**src/rtl/core_pkg.sv**
```systemverilog
// Shared definitions for the core load/store unit.
//   - One-hot LSU state encodings (same style as the cpu_state encodings)
//   - Byte-strobe base patterns for byte / half / word stores
//   - Reset value for data-carrying registers
//   - Decoded load/store operation bundle and small classification helpers
package core_pkg;

    // One-hot LSU states
    localparam logic [2:0] LSU_IDLE   = 3'b001;
    localparam logic [2:0] LSU_ACCESS = 3'b010;
    localparam logic [2:0] LSU_RESP   = 3'b100;

    typedef enum logic [2:0] {
        ST_IDLE   = LSU_IDLE,
        ST_ACCESS = LSU_ACCESS,
        ST_RESP   = LSU_RESP
    } lsu_state_t;

    // Byte-strobe base patterns, shifted left by the byte offset for stores
    localparam logic [3:0] WSTRB_BYTE = 4'b0001;
    localparam logic [3:0] WSTRB_HALF = 4'b0011;
    localparam logic [3:0] WSTRB_WORD = 4'b1111;

    localparam logic [31:0] RESET_VAL = 32'b0;

    // Decoded operation flags, expected one-hot
    typedef struct packed {
        logic lb;
        logic lh;
        logic lw;
        logic lbu;
        logic lhu;
        logic sb;
        logic sh;
        logic sw;
    } lsu_op_t;

    function automatic logic op_is_store(input lsu_op_t op);
        return op.sb | op.sh | op.sw;
    endfunction

    function automatic logic op_is_load(input lsu_op_t op);
        return op.lb | op.lh | op.lw | op.lbu | op.lhu;
    endfunction

endpackage

```
**src/rtl/core_lsu_if.sv**
```systemverilog
// Data-memory port between the load/store unit and data memory.
// Single-outstanding request/ready protocol:
//   D_MEM_REQ    request valid (master -> slave)
//   D_MEM_ADDR   word-aligned byte address
//   D_MEM_WE     1 = store
//   D_MEM_WSTRB  byte enables (0 for loads)
//   D_MEM_WDATA  lane-replicated store data
//   D_MEM_READY  memory accepts / returns data this cycle (slave -> master)
//   D_MEM_RDATA  read word, valid when READY and WE=0
interface core_lsu_if;
    logic        D_MEM_REQ;
    logic [31:0] D_MEM_ADDR;
    logic        D_MEM_WE;
    logic [3:0]  D_MEM_WSTRB;
    logic [31:0] D_MEM_WDATA;
    logic        D_MEM_READY;
    logic [31:0] D_MEM_RDATA;

    modport master (
        output D_MEM_REQ, D_MEM_ADDR, D_MEM_WE, D_MEM_WSTRB, D_MEM_WDATA,
        input  D_MEM_READY, D_MEM_RDATA
    );

    modport slave (
        input  D_MEM_REQ, D_MEM_ADDR, D_MEM_WE, D_MEM_WSTRB, D_MEM_WDATA,
        output D_MEM_READY, D_MEM_RDATA
    );
endinterface

```
**src/rtl/core_lsu_align.sv**
```systemverilog
// Combinational lane logic for the load/store unit.
// Inputs:  op (decoded flags), off (byte offset ADDR[1:0]), wdata (store
//          data from rs2), rdata (word read from memory)
// Outputs: wstrb (byte enables, 0 for loads), wdata_rep (lane-replicated
//          store data), load_val (extracted + extended load result),
//          misalign (access crosses its natural alignment)
module core_lsu_align
    import core_pkg::*;
(
    input  lsu_op_t     op,
    input  logic [1:0]  off,
    input  logic [31:0] wdata,
    input  logic [31:0] rdata,
    output logic [3:0]  wstrb,
    output logic [31:0] wdata_rep,
    output logic [31:0] load_val,
    output logic        misalign
);

    logic [31:0] shifted;

    always_comb begin
        // Bring the addressed byte/half down to bit 0
        shifted   = rdata >> {off, 3'b000};

        wstrb     = 4'b0000;
        wdata_rep = wdata;
        if (op.sb) begin
            wstrb     = WSTRB_BYTE << off;
            wdata_rep = {4{wdata[7:0]}};
        end else if (op.sh) begin
            wstrb     = WSTRB_HALF << off;
            wdata_rep = {2{wdata[15:0]}};
        end else if (op.sw) begin
            wstrb     = WSTRB_WORD;
        end

        load_val = RESET_VAL;
        if (op.lb)
            load_val = {{24{shifted[7]}}, shifted[7:0]};
        else if (op.lbu)
            load_val = {24'b0, shifted[7:0]};
        else if (op.lh)
            load_val = {{16{shifted[15]}}, shifted[15:0]};
        else if (op.lhu)
            load_val = {16'b0, shifted[15:0]};
        else if (op.lw)
            load_val = shifted;

        misalign = ((op.lh | op.lhu | op.sh) & off[0]) |
                   ((op.lw | op.sw) & (off != 2'b00));
    end

endmodule

```
**src/rtl/core_lsu.sv**
```systemverilog
// Load/store unit for the memory-access stage.
// Accepts one decoded load/store per START, runs a single-outstanding
// request/ready access on the data-memory port, and returns the extended
// load result with a one-cycle DONE pulse.
// Ports:
//   CLK, RST        clock, synchronous active-low reset
//   START           one-cycle request (ignored while BUSY)
//   I_L*/I_S*       one-hot decoded load/store flags
//   ADDR, WDATA     effective byte address, store data
//   BUSY            state != IDLE
//   DONE            one-cycle completion pulse
//   RDATA           extended load result, held until next accepted START
//   MISALIGN        with DONE: misaligned access, no bus cycle issued
//   BUS_ERR         with DONE: memory did not respond within TIMEOUT cycles
//   dmem            data-memory port (master side)
module core_lsu
    import core_pkg::*;
#(
    parameter int TIMEOUT = 255,
    parameter int CNT_W   = 8
)(
    input  logic        CLK,
    input  logic        RST,
    input  logic        START,
    input  logic        I_LB,
    input  logic        I_LH,
    input  logic        I_LW,
    input  logic        I_LBU,
    input  logic        I_LHU,
    input  logic        I_SB,
    input  logic        I_SH,
    input  logic        I_SW,
    input  logic [31:0] ADDR,
    input  logic [31:0] WDATA,
    output logic        BUSY,
    output logic        DONE,
    output logic [31:0] RDATA,
    output logic        MISALIGN,
    output logic        BUS_ERR,
    core_lsu_if.master  dmem
);

    lsu_state_t       state;
    lsu_op_t          op_in;
    lsu_op_t          op_q;
    lsu_op_t          sel_op;
    logic [7:0]       op_in_bits;
    logic [1:0]       off_q;
    logic [1:0]       sel_off;
    logic [CNT_W-1:0] cnt_q;
    logic             timeout_hit;

    logic             req_q;
    logic             we_q;
    logic [31:0]      addr_q;
    logic [3:0]       wstrb_q;
    logic [31:0]      wdata_q;

    logic [3:0]       al_wstrb;
    logic [31:0]      al_wdata;
    logic [31:0]      al_load;
    logic             al_misalign;

    assign op_in      = {I_LB, I_LH, I_LW, I_LBU, I_LHU, I_SB, I_SH, I_SW};
    assign op_in_bits = op_in;

    // In IDLE the lane logic looks at the incoming request (misalign check,
    // store lanes); afterwards it looks at the latched op/offset so the load
    // extract matches the access in flight.
    assign sel_op  = (state == ST_IDLE) ? op_in      : op_q;
    assign sel_off = (state == ST_IDLE) ? ADDR[1:0]  : off_q;

    core_lsu_align u_align (
        .op        (sel_op),
        .off       (sel_off),
        .wdata     (WDATA),
        .rdata     (dmem.D_MEM_RDATA),
        .wstrb     (al_wstrb),
        .wdata_rep (al_wdata),
        .load_val  (al_load),
        .misalign  (al_misalign)
    );

    // TIMEOUT=0 disables the abort entirely
    assign timeout_hit = (TIMEOUT != 0) && (cnt_q == CNT_W'(TIMEOUT - 1));

    always_ff @(posedge CLK) begin
        if (!RST) begin
            state    <= ST_IDLE;
            op_q     <= '0;
            off_q    <= 2'b00;
            cnt_q    <= '0;
            req_q    <= 1'b0;
            we_q     <= 1'b0;
            addr_q   <= RESET_VAL;
            wstrb_q  <= 4'b0000;
            wdata_q  <= RESET_VAL;
            DONE     <= 1'b0;
            RDATA    <= RESET_VAL;
            MISALIGN <= 1'b0;
            BUS_ERR  <= 1'b0;
        end else begin
            // Status flags are only ever high for the single RESP cycle
            DONE     <= 1'b0;
            MISALIGN <= 1'b0;
            BUS_ERR  <= 1'b0;

            unique case (state)
                ST_IDLE: begin
                    if (START) begin
                        op_q  <= op_in;
                        off_q <= ADDR[1:0];
                        cnt_q <= '0;
                        if (!$onehot(op_in_bits)) begin
                            // Malformed decode: complete as a no-op
                            state <= ST_RESP;
                            DONE  <= 1'b1;
                            RDATA <= RESET_VAL;
                        end else if (al_misalign) begin
                            state    <= ST_RESP;
                            DONE     <= 1'b1;
                            MISALIGN <= 1'b1;
                        end else begin
                            state   <= ST_ACCESS;
                            req_q   <= 1'b1;
                            addr_q  <= {ADDR[31:2], 2'b00};
                            we_q    <= op_is_store(op_in);
                            wstrb_q <= al_wstrb;
                            wdata_q <= al_wdata;
                        end
                    end
                end

                ST_ACCESS: begin
                    // READY takes priority over a timeout in the same cycle
                    if (dmem.D_MEM_READY) begin
                        req_q <= 1'b0;
                        state <= ST_RESP;
                        DONE  <= 1'b1;
                        if (op_is_load(op_q))
                            RDATA <= al_load;
                    end else if (timeout_hit) begin
                        req_q   <= 1'b0;
                        state   <= ST_RESP;
                        DONE    <= 1'b1;
                        BUS_ERR <= 1'b1;
                    end else begin
                        cnt_q <= cnt_q + CNT_W'(1);
                    end
                end

                ST_RESP: begin
                    state <= ST_IDLE;
                end

                default: begin
                    state <= ST_IDLE;
                end
            endcase
        end
    end

    assign BUSY             = (state != ST_IDLE);
    assign dmem.D_MEM_REQ   = req_q;
    assign dmem.D_MEM_ADDR  = addr_q;
    assign dmem.D_MEM_WE    = we_q;
    assign dmem.D_MEM_WSTRB = wstrb_q;
    assign dmem.D_MEM_WDATA = wdata_q;

endmodule

```
**src/flat_wrapper.sv**
```systemverilog
// flat-port wrapper written by rule: the top's interface ports become plain ports
module core_lsu_flat import core_pkg::*;
#(
    parameter int TIMEOUT = 255,
    parameter int CNT_W   = 8
)
  (CLK, RST, START, I_LB, I_LH, I_LW, I_LBU, I_LHU, I_SB, I_SH, I_SW, ADDR, WDATA, BUSY, DONE, RDATA, MISALIGN, BUS_ERR, dmem_D_MEM_REQ, dmem_D_MEM_ADDR, dmem_D_MEM_WE, dmem_D_MEM_WSTRB, dmem_D_MEM_WDATA, dmem_D_MEM_READY, dmem_D_MEM_RDATA);
  core_lsu_if dmem_i ();
  input  logic CLK;
  input  logic RST;
  input  logic START;
  input  logic I_LB;
  input  logic I_LH;
  input  logic I_LW;
  input  logic I_LBU;
  input  logic I_LHU;
  input  logic I_SB;
  input  logic I_SH;
  input  logic I_SW;
  input  logic [31:0] ADDR;
  input  logic [31:0] WDATA;
  output logic BUSY;
  output logic DONE;
  output logic [31:0] RDATA;
  output logic MISALIGN;
  output logic BUS_ERR;
  output wire logic [$bits(dmem_i.D_MEM_REQ)-1:0] dmem_D_MEM_REQ;
  output wire logic [$bits(dmem_i.D_MEM_ADDR)-1:0] dmem_D_MEM_ADDR;
  output wire logic [$bits(dmem_i.D_MEM_WE)-1:0] dmem_D_MEM_WE;
  output wire logic [$bits(dmem_i.D_MEM_WSTRB)-1:0] dmem_D_MEM_WSTRB;
  output wire logic [$bits(dmem_i.D_MEM_WDATA)-1:0] dmem_D_MEM_WDATA;
  input wire logic [$bits(dmem_i.D_MEM_READY)-1:0] dmem_D_MEM_READY;
  input wire logic [$bits(dmem_i.D_MEM_RDATA)-1:0] dmem_D_MEM_RDATA;
  assign dmem_D_MEM_REQ = dmem_i.D_MEM_REQ;
  assign dmem_D_MEM_ADDR = dmem_i.D_MEM_ADDR;
  assign dmem_D_MEM_WE = dmem_i.D_MEM_WE;
  assign dmem_D_MEM_WSTRB = dmem_i.D_MEM_WSTRB;
  assign dmem_D_MEM_WDATA = dmem_i.D_MEM_WDATA;
  assign dmem_i.D_MEM_READY = dmem_D_MEM_READY;
  assign dmem_i.D_MEM_RDATA = dmem_D_MEM_RDATA;
  core_lsu #(.TIMEOUT(TIMEOUT), .CNT_W(CNT_W)) u_core (.CLK(CLK), .RST(RST), .START(START), .I_LB(I_LB), .I_LH(I_LH), .I_LW(I_LW), .I_LBU(I_LBU), .I_LHU(I_LHU), .I_SB(I_SB), .I_SH(I_SH), .I_SW(I_SW), .ADDR(ADDR), .WDATA(WDATA), .BUSY(BUSY), .DONE(DONE), .RDATA(RDATA), .MISALIGN(MISALIGN), .BUS_ERR(BUS_ERR), .dmem(dmem_i));
endmodule
```
**config.mk**
```make
export PLATFORM = sky130hd
export DESIGN_NAME = core_lsu_flat
export DESIGN_NICKNAME = d
export VERILOG_FILES = /design/src/rtl/core_pkg.sv /design/src/rtl/core_lsu_if.sv /design/src/rtl/core_lsu_align.sv /design/src/rtl/core_lsu.sv /design/src/flat_wrapper.sv
export SDC_FILE = /design/constraint.sdc
export NUM_CORES = 1
export LEC_CHECK = 0
export ABC_AREA = 1
export CAP_MARGIN = 20
export CORE_MARGIN = 10
export CORE_UTILIZATION = 40
export DETAILED_ROUTE_END_ITERATION = 12
export PLACE_DENSITY_LB_ADDON = 0.08
export RECOVER_POWER = 25
export SLEW_MARGIN = 10
export SYNTH_ARGS = -nofsm -noshare
export SYNTH_HDL_FRONTEND = slang
export SYNTH_SLANG_ARGS = --single-unit
```
**constraint.sdc**
```tcl
create_clock -name CLK -period 6.1 [get_ports CLK]
set_input_delay 1.22 -clock CLK [delete_from_list [all_inputs] [get_ports CLK]]
set_output_delay 1.22 -clock CLK [all_outputs]
set_load 0.05 [all_outputs]
```
==> flow_summary_export.csv, run 1 <==
group,metric,value,unit
detailed_routing,drt-total-wl,20900,µm
synthesis,ys_types,36,
timing,min_period,4.91,ns
grt,grt_pass1_vias,6076,
synthesis,synth_seq_area_share,0.397,
clock_network,cts_tree,"built",
placed_design,port_buffers,211,
worst_setup_path,cpPeakStageDelay,0.53,ns
clock_network,htreeDepth,4,
floorplanning,core,15300,µm²
clock_network,clk_pin_slew_worst_paths,0.06,ns
pwr,power.leakage,0.00370,µW
timing,finalHoldViolCount,0,
floorplanning,start_util,0.410,
worst_setup_path,cp-end-kind,"register",
detailed_routing,dr.pass1.iters,5,
final_layout,antenna_cells,0,
timing,drv_slew,0,
pwr,powerDensity,278,nW/µm²
synthesis,synth_area_per_cell,6.65,µm²
detailed_routing,vias,6518,
clock_network,cts_buffers,17,
timing,setup_viol,0,
final_layout,layout.nets,1248,
detailed_routing,drc,0,
timing,slew_headroom,0.346,
pwr,ir_drop,0.216,mV
grt,grt_usage,0.193,
clock_network,root_buffer,"clkbuf_16",
clock_network,clkSinkCount,124,
synthesis,yosysWarnings,0,
worst_setup_path,critPathArrivalTime,5.25,ns
grt,grt_pass1_wl,33400,µm
worst_setup_path,cp_slowest_cell,"fa_1",
clock_network,worstSkewPairLatency,0.42,ns
placed_design,pre_cts_ws,0.766,ns
timing,fin_skew,0.00777,ns
run,maxCapViolCount,0,
final_layout,final_cell_mix,"nand2_1 (382), clkdlybuf4s50_1 (156), dfxtp_1 (124)",
timing,post-route-period-util,0.805,
worst_setup_path,cp_max_fo,24,
final_layout,design_area,9000,µm²
timing,setup_ws,1.19,ns
grt,grt_max_degree,68,
placed_design,dpl.hpwl,15400,µm
grt,overflow,0,
final_layout,drive_gt1_frac,0.0484,
detailed_routing,drt_iter0_markers,467,
final_layout,final_common_cell,"nand2_1",
timing,rsz0062_at_grt,"false",
grt,antenna_found_initial,0,
floorplanning,die_w,145,µm
worst_setup_path,crit_required,6.44,ns
floorplanning,die-area,21000,µm²
placed_design,place_congestion,0.858,
timing,tns,0,ns
floorplanning,die_height,145,µm
synthesis,ys_ff_latch,124,
synthesis,synthesis.area,6250,µm²
timing,tightest_slew,0.977,ns
detailed_routing,wl_per_cell,15.5,µm
min_path,min_path_type,"reg -> reg",
clock_network,ctsResizeCount,0,
floorplanning,rows,45,
clock_network,postCtsSetupBuffers,0,
synthesis,syn_inst,941,
detailed_routing,drtAntennaViolNets,0,
worst_setup_path,crit_type,"in -> reg",
clock_network,cts_buffer_depth,2,
floorplanning,io_pins,214,
clock_network,hold_buffers,0,
placed_design,place_area,8420,µm²
timing,fmax,0.204,GHz
final_layout,area_growth,43.9,%
outcome,status,"finished clean",
worst_setup_path,path_cells,"clkdlybuf4s50_1 -> ha_1 -> fa_1 -> inv_1 -> fa_1 -> inv_1 -> ha_1 -> fa_1 -> nor2_1 -> nand2_1 -> nor2_1 -> nor2_1 -> nand4_4 -> nor2_4 -> nand2_1 -> inv_2 -> nand2_1 -> a21oi_1",
worst_setup_path,start_kind,"input port",
detailed_routing,viasPerCell,4.84,
through the flow:
step	util	std cells	hold WS, ns	total power (µW)
final	0.590	1347	0.459	2500
after global placement	0.552	1316	0.447	1540
after CTS	0.590	1347	0.464	2530
after detailed placement	0.552	1316	0.454	1540
after floorplan	-	942	0.430	1320
after global routing	0.590	1347	0.472	2640
kinds of logic (layout without fill, tap and decap cells):
kind of cell | after synthesis | count (layout) | synth area share
compound gates | 179 | 179 | 0.154
xor+xnor | 4 | 4 | 0.00560
fa+ha+maj | 16 | 16 | 0.0368
simple gates | 498 | 498 | 0.322
flops | 124 | 124 | 0.397
other cells | 1 | 2 | 0.000600
buf+inv | 119 | 313 | 0.0842
final timing paths:
kind	startpoint	endpoint	slack [ns]	depth (start not counted)
min	u_core.dmem.D_MEM_WDATA[20]	u_core.dmem.D_MEM_WDATA[20]	0.46	2
max reg2reg	u_core.state[0]	u_core.dmem.D_MEM_WDATA[19]	2.97	8
max	I_SH	u_core.RDATA[15]	1.19	18
min reg2reg	u_core.dmem.D_MEM_WDATA[20]	u_core.dmem.D_MEM_WDATA[20]	0.46	2
Yosys cell counts (all sizes together):
library cell  count  area share
a31o              1      0.0014
nand2           385        0.23
o21ai            58       0.049
dfxtp           124        0.40
buf              24       0.027
fa                4       0.013
xor2              1      0.0014
inv              62       0.037
conb              1     0.00060
nand3b            2      0.0024
nand3            49       0.039
a211oi            1      0.0012
nand4             4      0.0074
clkbuf           31       0.019
nor3b             1      0.0012
a22oi             7      0.0084
nor2             51       0.034
a21oi           103       0.082
or2               1      0.0010
xnor2             3      0.0042
o211ai            9       0.011
clkinv            2      0.0012
ha               12       0.024
nor3              5      0.0048
state kept, by name (all words and copies together) (netlist names):
name	count
u_core.dmem.D_MEM_WE	1
u_core.BUS_ERR	1
u_core.off_q	2
u_core.dmem.D_MEM_ADDR	30
u_core.DONE	1
u_core.op_q	8
u_core.dmem.D_MEM_WDATA	32
u_core.dmem.D_MEM_REQ	1
u_core.MISALIGN	1
u_core.state	3
u_core.RDATA	32
u_core.cnt_q	8
u_core.dmem.D_MEM_WSTRB	4
area by class of cell:
class	count	area, µm²
sequential	124	2480
timing repair buffer	218	2180
clock inverter	11	120
multi-input combinational	699	3250
fill	1529	6260
tap	211	264
clock buffer	20	457
inverter	64	241
worst max-delay path, delay by kind of cell:
kind / cells / cell delay, ns
compound gates: 1 / 0.14
fa+ha+maj: 5 / 2.02
buf+inv: 4 / 0.91
simple gates: 8 / 0.94
per-layer routing:
| metal | share of wire | up-vias | global-route usage | routed length [µm] |
|---|---|---|---|---|
| met4 | 0.015 | 0 | 0.0552 | 318 |
| met2 | 0.45 | 205 | 0.304 | 9490 |
| li1 | - | 3377 | - | - |
| met3 | 0.081 | 23 | 0.0612 | 1690 |
| met5 | 0 | - | 0 | 0 |
| met1 | 0.45 | 2913 | 0.247 | 9420 |
power by group:
group / switching (µW) / internal [µW] / leakage [µW] / total (µW)
Clock: 365 / 618 / 0.000278 / 983
Sequential: 13.3 / 836 / 0.00100 / 849
Combinational: 446 / 224 / 0.00242 / 670
Total: 825 / 1680 / 0.00370 / 2500
No activity file was read; power rests on OpenSTA's default activity.
==> inputs of run 2 (changes only) <==
==> constraint.sdc (replaced) <==
create_clock -name CLK -period 4.4 [get_ports CLK]
set_input_delay 0.88 -clock CLK [delete_from_list [all_inputs] [get_ports CLK]]
set_output_delay 0.88 -clock CLK [all_outputs]
set_load 0.05 [all_outputs]
==> run 2 against run 1 <==
  * The run now ends with capacitance limit, slew limit left
  * Flip-flop and latch count stayed put
  * Critical path depth decreased by 1
  * Clock skew about the same
  * Largest power group unchanged
==> flow_summary_export.csv, run 2 (synthesis results as in run 1) <==
group,metric,value,unit
floorplanning,die-area,21000,µm²
worst_setup_path,path_cells,"clkdlybuf4s50_1 -> ha_1 -> fa_1 -> inv_1 -> fa_1 -> inv_1 -> ha_1 -> fa_1 -> nor2_1 -> nand2_1 -> nor2_1 -> nor2_1 -> nand4_4 -> buf_4 -> buf_12 -> nand2_1 -> a21oi_1",
detailed_routing,viasPerCell,4.84,
worst_setup_path,crit_type,"in -> reg",
clock_network,clkSinkCount,124,
timing,fmax,0.242,GHz
worst_setup_path,r2r-start,"u_core.state[1]",
detailed_routing,wl_per_cell,15.7,µm
grt,grt_max_degree,79,
pwr,p_sw,1190,µW
grt,grt_usage,0.201,
worst_setup_path,reg2reg_to,"u_core.dmem.D_MEM_WDATA[14]",
timing,rsz0062_at_grt,"false",
clock_network,ctsResizeCount,0,
worst_setup_path,crit_required,4.63,ns
outcome,violations,"capacitance limit, slew limit",
timing,drv_slew,33,
timing,finalHoldViolCount,0,
timing,tightest_slew,1.59,ns
timing,slew_headroom,-0.0568,
worst_setup_path,regToRegSetupSlack,1.68,ns
timing,whs,0.454,ns
final_layout,drive_gt1_frac,0.0657,
final_layout,final_cell_mix,"nand2_1 (382), clkdlybuf4s50_1 (173), dfxtp_1 (124)",
worst_setup_path,critPathArrivalTime,4.36,ns
clock_network,cts_tree,"built",
min_path,min_path_type,"reg -> reg",
grt,grt_pass1_wl,34700,µm
final_layout,multi_input_area,3250,µm²
floorplanning,core,15300,µm²
detailed_routing,dr.pass1.iters,5,
worst_setup_path,cp-endpoint,"u_core.RDATA[12]",
clock_network,postCtsSetupBuffers,0,
clock_network,root_buffer,"clkbuf_16",
floorplanning,die_w,145,µm
clock_network,hold_buffers,0,
final_layout,design_area,9300,µm²
pwr,power.leakage,0.00379,µW
detailed_routing,vias,6627,
timing,fin_skew,0.00806,ns
clock_network,cts_buffer_depth,2,
detailed_routing,drc,0,
timing,post-route-period-util,0.940,
placed_design,place_congestion,0.889,
pwr,p_sw_frac,0.318,
worst_setup_path,start_kind,"input port",
pwr,share_seq_of_total_power,0.314,
grt,antenna_found_initial,0,
worst_setup_path,reg2reg_depth,12,
detailed_routing,drt_iter0_markers,540,
floorplanning,start_util,0.410,
placed_design,place_area,8630,µm²
clock_network,worstSkewPairLatency,0.42,ns
grt,grt_pass1_vias,6285,
pwr,combPwrFrac,0.263,
worst_setup_path,cp_slowest_cell,"fa_1",
pwr,ir_drop,0.312,mV
clock_network,cts_buffers,17,
final_layout,fill_cells,1485,
placed_design,dpl.hpwl,16000,µm
floorplanning,rows,45,
placed_design,port_buffers,211,
clock_network,htreeDepth,4,
final_layout,layout.nets,1268,
floorplanning,die_height,145,µm
pwr,clkPwrFrac,0.423,
final_layout,seqCellArea,2480,µm²
run,maxCapViolCount,1,
detailed_routing,drtAntennaViolNets,0,
worst_setup_path,cp-end-kind,"register",
final_layout,area_growth,48.6,%
pwr,powerDensity,403,nW/µm²
worst_setup_path,cpPeakStageDelay,0.53,ns
clock_network,clk_pin_slew_worst_paths,0.05,ns
final_layout,final_common_cell,"nand2_1",
floorplanning,io_pins,214,
outcome,status,"finished, violations left",
timing,setup_viol,0,
detailed_routing,drt-total-wl,21500,µm
pwr,p_int,2550,µW
worst_setup_path,worstSetupStartpoint,"I_SH",
grt,overflow,0,
timing,min_period,4.14,ns
worst_setup_path,cp_max_fo,11,
[run 2: critical path, delay by kind of cell]
| family | cells | cell delay, ns |
|---|---|---|
| adders and majority gates | 5 | 1.97 |
| AOI/OAI and AO/OA | 1 | 0.06 |
| buffers and inverters | 5 | 0.89 |
| and+or+nand+nor | 6 | 0.53 |
[run 2: through the flow]
stage	total power, µW	setup TNS [ns]	utilization	cells	setup slack (ns)
after global routing	3940	0	0.609	1368	0.0199
after CTS	3770	0	0.609	1368	0.277
after global placement	2180	-7.65	0.566	1336	-0.105
final	3740	0	0.609	1369	0.265
after detailed placement	2190	-11.12	0.566	1336	-0.158
after floorplan	1830	0	-	942	0.377
[run 2: how the worst min path moves through the flow]
| stage | slack, ns | depth (start not counted) | end | from |
|---|---|---|---|---|
| floorplan | 0.43 | 2 | u_core.op_q[1] | u_core.op_q[1] |
| global placement | 0.44 | 2 | u_core.op_q[1] | u_core.op_q[1] |
| detailed placement | 0.45 | 2 | u_core.op_q[1] | u_core.op_q[1] |
| CTS | 0.46 | 2 | u_core.op_q[1] | u_core.op_q[1] |
| global route | 0.48 | 2 | u_core.dmem.D_MEM_ADDR[12] | u_core.dmem.D_MEM_ADDR[12] |
| finish | 0.45 | 2 | u_core.op_q[1] | u_core.op_q[1] |
[run 2: per-layer routing]
metal	track usage	vias up	wire length, µm
li1	-	3419	-
met1	0.261	2956	9650
met2	0.319	237	9860
met3	0.0565	15	1770
met4	0.0546	0	250
met5	0	-	0
[run 2: cell type report]
class / instances / share of cell area
diodes: 1 / 0.000269
clock buffers: 19 / 0.0487
clock inverters: 13 / 0.0227
inverters: 64 / 0.0260
multi-input cells: 699 / 0.350
flip-flops and latches: 124 / 0.267
well taps: 211 / 0.0284
repair buffers: 238 / 0.257
[run 2: power by group through the flow]
stage                     Clock, µW  Sequential (µW)  Combinational [µW]
after global placement            0             1200                 984
after CTS                      1600             1180                 992
after detailed placement          0             1200                 988
after floorplan                   0             1290                 547
final                          1580             1180                 984
after global routing           1660             1180                1100
==> inputs of run 3 (changes only) <==
--- a/config.mk
+++ b/config.mk
@@ -10,7 +10,7 @@
 export CORE_MARGIN = 10
 export CORE_UTILIZATION = 40
 export DETAILED_ROUTE_END_ITERATION = 12
-export PLACE_DENSITY_LB_ADDON = 0.08
+export PLACE_DENSITY = 0.76
 export RECOVER_POWER = 25
 export SLEW_MARGIN = 10
 export SYNTH_ARGS = -nofsm -noshare
==> run 3 against run 2 <==
  * The run now ends clean
  * Final cell count shrank 0.22%
  * Core utilization shrank 0.39 points
  * Clock power shrank 6%
  * Non-clock buffer count shrank 2
  * Sequential power is essentially flat
  * Cell area shrank 0.65%
  * Critical path depth grew 2
  * Largest power group unchanged
==> flow_summary_export.csv, run 3 (synthesis results as in run 1) <==
group,metric,value,unit
outcome,status,"finished clean",
detailed_routing,dr.pass1.iters,5,
worst_setup_path,path_cells,"clkdlybuf4s50_1 -> ha_1 -> fa_1 -> inv_1 -> fa_1 -> inv_1 -> ha_1 -> fa_1 -> nor2_1 -> nand2_1 -> nor2_1 -> nor2_2 -> nand4_4 -> nor2_4 -> nand2_1 -> inv_2 -> buf_12 -> nand2_1 -> a21oi_1",
final_layout,final_common_cell,"nand2_1",
timing,min_period,4.14,ns
placed_design,place_congestion,0.902,
detailed_routing,vias,6783,
clock_network,cts_buffer_depth,2,
clock_network,htreeDepth,4,
worst_setup_path,crit_required,4.71,ns
grt,antenna_found_initial,0,
timing,post-route-period-util,0.941,
clock_network,worstSkewPairLatency,0.41,ns
worst_setup_path,start_kind,"input port",
worst_setup_path,crit_type,"in -> reg",
detailed_routing,drtAntennaViolNets,0,
detailed_routing,viasPerCell,4.97,
grt,grt_max_degree,70,
worst_setup_path,r2r-start,"u_core.state[0]",
placed_design,dpl.hpwl,16400,µm
final_layout,layout.nets,1266,
final_layout,drive_gt1_frac,0.0649,
floorplanning,core,15300,µm²
clock_network,clk_pin_slew_worst_paths,0.05,ns
floorplanning,rows,45,
pwr,power.leakage,0.00382,µW
worst_setup_path,cp.buffers_inverters,5,
grt,grt_usage,0.201,
worst_setup_path,critPathArrivalTime,4.45,ns
min_path,whs_path_depth,2,
placed_design,pre_cts_ws,-0.213,ns
detailed_routing,drt-total-wl,21900,µm
min_path,hp-start,"u_core.RDATA[31]",
min_path,min_to,"u_core.RDATA[31]",
worst_setup_path,cpPeakStageDelay,0.54,ns
detailed_routing,wl_per_cell,16.0,µm
timing,fin_skew,0.00818,ns
worst_setup_path,cp_slowest_cell,"fa_1",
worst_setup_path,cp-end-kind,"register",
floorplanning,die-area,21000,µm²
clock_network,root_buffer,"clkbuf_16",
timing,finalHoldViolCount,0,
worst_setup_path,crit_family,"adder cells",
detailed_routing,drt_iter0_markers,472,
final_layout,fill_cells,1406,
grt,overflow,0,
timing,slew_headroom,0.352,
final_layout,area_growth,47.7,%
grt,grt_pass1_wl,34900,µm
floorplanning,start_util,0.410,
clock_network,postCtsSetupBuffers,0,
clock_network,ctsResizeCount,0,
timing,tns,0,ns
clock_network,hold_buffers,0,
timing,fmax,0.242,GHz
timing,drv_slew,0,
final_layout,final_cell_mix,"nand2_1 (383), clkdlybuf4s50_1 (158), dfxtp_1 (124)",
floorplanning,io_pins,214,
grt,grt_pass1_vias,6493,
clock_network,clkSinkCount,124,
pwr,ir_drop,0.265,mV
timing,setup_viol,0,
floorplanning,die_height,145,µm
clock_network,cts_buffers,17,
detailed_routing,drc,0,
clock_network,cts_tree,"built",
worst_setup_path,reg2reg_depth,9,
min_path,min_path_type,"reg -> reg",
run,maxCapViolCount,0,
timing,setup_ws,0.260,ns
timing,tightest_slew,0.968,ns
timing,rsz0062_at_grt,"false",
pwr,powerDensity,394,nW/µm²
worst_setup_path,regToRegSetupSlack,1.03,ns
worst_setup_path,cp_max_fo,19,
placed_design,port_buffers,211,
floorplanning,die_w,145,µm
final_layout,post-route-util,0.605,
worst_setup_path,reg2reg_to,"u_core.cnt_q[6]",
final_layout,antenna_cells,0,
## run 3: worst max path at each step
| stage | from | endpoint | slack, ns | depth (start not counted) |
|---|---|---|---|---|
| 2_1_floorplan | I_SH | u_core.RDATA[19] | 0.38 | 18 |
| 3_3_place_gp | I_SH | u_core.RDATA[25] | -0.14 | 19 |
| 3_5_place_dp | I_SH | u_core.RDATA[24] | -0.21 | 19 |
| 4_1_cts | I_SH | u_core.RDATA[23] | 0.21 | 19 |
| 5_1_grt | I_SH | u_core.RDATA[23] | 0.03 | 19 |
| 6_report | I_SH | u_core.RDATA[23] | 0.26 | 19 |
## run 3: cell type report
class / instances / area [µm²] / share of cell area
Clock inverter: 14 / 191 / 0.0207
Multi-Input combinational cell: 699 / 3250 / 0.352
Inverter: 64 / 241 / 0.0261
Clock buffer: 18 / 439 / 0.0476
Sequential cell: 124 / 2480 / 0.269
Timing Repair Buffer: 236 / 2360 / 0.256
Tap cell: 211 / 264 / 0.0286
## run 3: metrics by stage
| stage | instances | power, µW | cell area, µm² | hold slack (ns) |
|---|---|---|---|---|
| CTS | 1366 | 3670 | 9240 | 0.462 |
| global placement | 1334 | 2170 | 8610 | 0.443 |
| global route | 1366 | 3830 | 9240 | 0.471 |
| floorplan | 942 | 1830 | 6260 | 0.430 |
| finish | 1366 | 3640 | 9240 | 0.458 |
| detailed placement | 1334 | 2180 | 8610 | 0.453 |
## run 3: power breakdown
part / switching (µW) / internal, µW / total (µW)
logic: 631 / 347 / 978
clock network: 520 / 964 / 1480
registers: 19.0 / 1160 / 1180
total: 1170 / 2470 / 3640
## run 3: worst reg2reg max path, stage by stage, from the launching register on
cell	delay [ns]
dfxtp_1	0.49
nand2_1	0.57
nor2_1	0.96
inv_1	0.31
nand2_1	0.23
nand2_1	0.19
inv_1	0.16
nand3_1	0.11
nand2_1	0.07
nor3b_1	0.18
## run 3: routing by layer
| layer | share of wire | routed length (µm) | global-route usage | vias up |
|---|---|---|---|---|
| met5 | 0 | 0 | 0 | - |
| li1 | - | - | - | 3422 |
| met1 | 0.43 | 9400 | 0.250 | 3046 |
| met4 | 0.016 | 344 | 0.0562 | 0 |
| met3 | 0.092 | 2020 | 0.0624 | 31 |
| met2 | 0.46 | 10100 | 0.326 | 284 |
